File: src/rtl/serial_bit_feeder.sv
// Parallel-to-serial front end: WIDTH-bit words in over valid/ready, one bit per clock out.
// Latency: a word accepted at edge k shows its first bit on out during cycle k+1.
// Backpressure: in_ready drops only while the holding register is full; back-to-back words stream gap-free.
module serial_bit_feeder #(
    parameter int WIDTH     = 8,
    parameter bit MSB_FIRST = 1'b1
) (
    input  logic             clk,
    input  logic             reset,
    input  logic [WIDTH-1:0] in_data,
    input  logic             in_valid,
    output logic             in_ready,
    output logic             out,
    output logic             out_valid,
    output logic             word_done,
    output logic             busy
);

    localparam int CW = (WIDTH > 1) ? $clog2(WIDTH) : 1;
    localparam logic [CW-1:0] LAST_CNT = CW'(WIDTH - 1);

    typedef enum logic [0:0] {
        IDLE  = 1'b0,
        SHIFT = 1'b1
    } state_t;

    state_t           state_q;
    logic [WIDTH-1:0] sreg_q;
    logic [WIDTH-1:0] hold_q;
    logic             hold_full_q;
    logic [CW-1:0]    cnt_q;

    logic             accept;
    logic             last_bit;
    logic [WIDTH-1:0] sreg_shift_d;

    // Handshake and status decode, driven from registers only (no in_data to out path).
    always_comb begin
        in_ready  = ~hold_full_q;
        accept    = in_valid & ~hold_full_q;
        last_bit  = (state_q == SHIFT) && (cnt_q == LAST_CNT);
        out_valid = (state_q == SHIFT);
        word_done = last_bit;
        busy      = (state_q == SHIFT) | hold_full_q;
        if (state_q == SHIFT) begin
            out = MSB_FIRST ? sreg_q[WIDTH-1] : sreg_q[0];
        end else begin
            out = 1'b0;
        end
    end

    // Next shift-register contents: move one place toward the output end, zero fill.
    always_comb begin
        if (MSB_FIRST) begin
            sreg_shift_d = {sreg_q[WIDTH-2:0], 1'b0};
        end else begin
            sreg_shift_d = {1'b0, sreg_q[WIDTH-1:1]};
        end
    end

    // Control FSM: loads, shifts, and hands the pending word over on the last bit.
    always_ff @(posedge clk) begin
        if (reset) begin
            state_q     <= IDLE;
            sreg_q      <= '0;
            hold_q      <= '0;
            hold_full_q <= 1'b0;
            cnt_q       <= '0;
        end else begin
            case (state_q)
                IDLE: begin
                    // Holding register is always empty here, so a new word goes straight to sreg.
                    if (accept) begin
                        sreg_q  <= in_data;
                        cnt_q   <= '0;
                        state_q <= SHIFT;
                    end
                end
                SHIFT: begin
                    if (!last_bit) begin
                        sreg_q <= sreg_shift_d;
                        cnt_q  <= cnt_q + CW'(1);
                        if (accept) begin
                            hold_q      <= in_data;
                            hold_full_q <= 1'b1;
                        end
                    end else if (hold_full_q) begin
                        // Pending word takes over with no idle bit; in_ready is low this cycle.
                        sreg_q      <= hold_q;
                        hold_full_q <= 1'b0;
                        cnt_q       <= '0;
                    end else if (accept) begin
                        // Word arriving exactly on the last bit bypasses the holding register.
                        sreg_q <= in_data;
                        cnt_q  <= '0;
                    end else begin
                        state_q <= IDLE;
                        cnt_q   <= '0;
                    end
                end
                default: begin
                    state_q <= IDLE;
                end
            endcase
        end
    end

endmodule

File: config.mk
export PLATFORM = sky130hd
export DESIGN_NAME = serial_bit_feeder
export DESIGN_NICKNAME = d
export VERILOG_FILES = /design/src/rtl/serial_bit_feeder.sv
export SDC_FILE = /design/constraint.sdc
export NUM_CORES = 1
export LEC_CHECK = 0
export ABC_CLOCK_PERIOD_IN_PS = 1400
export BUFFER_PORTS_ARGS = -buffer_cell sky130_fd_sc_hd__buf_4
export CAP_MARGIN = 20
export CORE_MARGIN = 2
export CORE_UTILIZATION = 40
export CTS_BUF_LIST = sky130_fd_sc_hd__clkbuf_8
export CTS_CLUSTER_DIAMETER = 200
export DETAILED_ROUTE_END_ITERATION = 8
export PLACE_DENSITY = 0.58
export SETUP_SLACK_MARGIN = 0.1
export SKIP_CTS_REPAIR_TIMING = 1
export SLEW_MARGIN = 20
export SYNTH_ARGS = -nofsm -noshare
export SYNTH_HDL_FRONTEND = slang
export SYNTH_SLANG_ARGS = --single-unit
export TNS_END_PERCENT = 20
File: constraint.sdc
create_clock -name clk -period 1.4 [get_ports clk]
set_input_delay 0.21 -clock clk [delete_from_list [all_inputs] [get_ports clk]]
set_output_delay 0.21 -clock clk [all_outputs]
set_load 0.1 [all_outputs]
==> metrics.log <==
[metrics] async set or reset register ratio after synthesis: 0%
[metrics] register-to-register path setup slack: -90 ps
[metrics] area occupied by multi-input gates: 531 um2
[metrics] count of different cell masters after synthesis: 23
[metrics] vertical die dimension: between 50 and 60 um
[metrics] cell seen most often among critical-path stages: sky130_fd_sc_hd__ha_4
[metrics] sequential-to-total area share from yosys stat: ~44%
[metrics] layout cells sized above 1: 39.1%
[metrics] Filler Cells Inserted: approximately 210
[metrics] remaining antenna violation count: 0
[metrics] design area: 0.00136 mm2
[metrics] reg2reg path depth: 6
[metrics] placed instance count: approximately 150
[metrics] critical path data arrival time: ~1400 ps
[metrics] maximum count of clock buffers along a single path: 2
[metrics] post-route minimum period: approximately 1600 ps
[metrics] maximum clock rate: about 0.64 GHz
[metrics] wire length of the first global-routing pass: about 3500 um
[metrics] final-layout worst hold slack: between 150 and 200 ps
[metrics] Total GRT Usage: between 10% and 20%
[metrics] RSZ-0062 raised after global routing: yes
[metrics] clock insertion delay at the later pin of the skew report: 260 ps
[metrics] DRT Wirelength: 2270 um
[metrics] failing checks: negative setup slack
[metrics] top cell type by total area after synthesis: sky130_fd_sc_hd__dfxtp_1
[metrics] DRC viols: 0
[metrics] final max-slew violation count: 0
[metrics] capture point of the worst reg-to-reg path: hold_q[1]
[metrics] count of flip-flops with a built-in enable after synthesis: 0
[metrics] Via-to-Cell Ratio: 5.25
[metrics] GR Util met1: a little under a quarter
[metrics] hold violation total from the final report: 0
[metrics] setup slack after layout: -156 ps
[metrics] post-synthesis cell area: around 950 um2
[metrics] met3 Track Usage GR: under 10%
[metrics] cell type of the slowest stage on the worst timing path: sky130_fd_sc_hd__dfxtp_2
[metrics] kind of end point of the critical path: output pin
[metrics] most used cells in the layout excluding fill and tap cells: sky130_fd_sc_hd__buf_4, sky130_fd_sc_hd__dfxtp_1, sky130_fd_sc_hd__mux2i_1
[metrics] slew at the pin with the worst max-slew slack: approximately 280 ps
[metrics] via count: ~850
[metrics] total power per unit cell area: 994 mW/mm2
[metrics] terminating pin of the worst hold path: hold_q[6]
[metrics] number of diodes added for antenna fixing: 0
[metrics] Post-Syn Area per Cell: around 9.3 um2
[metrics] routed length per instance: roughly 14 um
[metrics] total number of yosys warnings: 0
[metrics] Finished Layout Cells: between 150 and 200
[metrics] clock sink count: 21
[metrics] pin count of the biggest net entering global routing: 17
[metrics] cts bufs inserted: 3
[metrics] hold_sp: in_data[6]
[metrics] number of global-route vias before repair: 769
[metrics] maximum clock skew at final layout: between 1 and 1.5 ps
[metrics] Post-Route Setup TNS: -826 ps
[metrics] Final Util: between 60% and 70%
[metrics] dpl ws: -64.2 ps
[metrics] startpoint type of the worst setup path: flip-flop
[metrics] Req. time, crit path: around 1200 ps
[metrics] cell chain of the critical path: ha_4 > ha_4 > buf_6 > and2_4 > buf_12
[metrics] starting density of the core: 42.7%
[metrics] period utilisation layout: 111%
[metrics] largest cells by area after synthesis: sky130_fd_sc_hd__dfxtp_1, sky130_fd_sc_hd__mux2i_1, sky130_fd_sc_hd__a21oi_1, sky130_fd_sc_hd__o22ai_1, sky130_fd_sc_hd__and3_1
[metrics] standard-cell rows: 17
[metrics] Post-DP HPWL: 1490 um
[metrics] Final setup viols: 15
[metrics] total power after layout: 1.35 mW
[metrics] CTS tree: yes
[metrics] Area after DPL: approximately 0.0012 mm2
[metrics] highest cell delay on the worst timing path: approximately 340 ps
[metrics] Post-Synthesis Net Count: 115
[metrics] grt met2 use: roughly 28%
[metrics] classification of the worst setup path: flip-flop to output pin
[metrics] most common cell after layout, fill and taps aside: sky130_fd_sc_hd__buf_4
[metrics] cell at the root of the clock tree: sky130_fd_sc_hd__clkbuf_8
[metrics] net count of the finished layout: 147
[metrics] Peak VDD IR: around 0.64 mV
[metrics] Static Leakage: between 0.5 and 0.6 nW
[metrics] FF+latch area: about 430 um2
[metrics] iteration count of the initial detailed-routing pass: 4
[metrics] floorplan core area: 0.00223 mm2
[metrics] Clk pin slew, worst setup/hold paths: approximately 80 ps
[metrics] Iteration-0 DRC Markers: 13
[metrics] relative slew slack: about four fifths
[metrics] layout overhead on the synthesized area: 42.5%
[metrics] cell depth of the worst hold path: 3
[metrics] floorplan die width: 52.8 um
[metrics] most used flip-flop cell after synthesis: sky130_fd_sc_hd__dfxtp_1
[metrics] most heavily used metal layer in global routing: met2
[metrics] H-tree depth: 1
[metrics] Gate Count Post-Synth: slightly above 100
[metrics] start of the worst register-to-register path: cnt_q[1]
[metrics] IO Count: 16
[metrics] Max Cap Violations: 0
[metrics] gp weighted congestion: ~0.73
[metrics] remaining global-route overflow: 0
[metrics] Total Die Area: between 0.002 and 0.003 mm2
[metrics] maximum fanout encountered on the critical timing path: 4
[metrics] post-synthesis register bit count: 21
[metrics] portion of synthesized cell area occupied by the leading cell type: between 40% and 50%
[metrics] run status: complete, but fails checks
[metrics] quantity of I/O buffers inserted on ports: 15
[metrics] antenna violations before repair: 0
[metrics] worst min-delay path class: input pin to flip-flop
-- cell usage after synthesis (all sizes together), types with 2 or more instances --
cell type   n
o22ai       8
inv         3
clkbuf      3
and3        7
nand3       3
nand2       4
nor2        9
a21oi      11
nand2b      2
dfxtp      21
mux2i      16
buf         4
ha          2
and2        2
-- sequential cells by signal, indices dropped and copies added (netlist names) --
register,flops
hold_q,8
sreg_q,8
cnt_q,3
hold_full_q,1
out_valid,1
-- how the worst max path moves through the flow --
stage / startpoint / to / cells after the start
global placement: cnt_q[0] / hold_q[4] / 6
global route: cnt_q[1] / word_done / 5
finish: cnt_q[1] / word_done / 5
floorplan: hold_full_q / busy / 3
detailed placement: cnt_q[0] / hold_q[7] / 6
CTS: cnt_q[1] / word_done / 5
-- worst max-delay path, delay by kind of cell, from the launching register on --
kind | cells | cell delay, ps
simple gates | 1 | 140
fa+ha+maj | 2 | 320
flops | 1 | 340
buf+inv | 2 | 270
-- area by class of cell --
class	instances	area share, %
clock buffers	3	3.04
clock inverters	1	0.368
inverters	3	1.66
multi-input cells	71	39.0
flip-flops and latches	21	31.7
well taps	28	2.58
repair buffers	34	21.6
-- report_power, final --
part           switching (mW)  internal, mW  leakage [nW]
Sequential             0.0258         0.631         0.174
Combinational           0.161         0.130         0.388
Clock                   0.204         0.198        0.0255
-- logic make-up after synthesis --
logic type	count (synthesis)	synth area share (%)
muxes	16	16.8
AOI/OAI and AO/OA	21	12.5
adders and majority gates	2	2.62
and+or+nand+nor	32	18.0
DFF	21	44.1
buffers and inverters	10	6.04
-- layer usage --
metal	vias to the layer above	part of all wire [%]
met3	5	4.6
met1	397	49
li1	425	-
met4	0	1.5
met2	18	45
met5	-	0
Note: power is estimated with default switching activity, not from simulation.
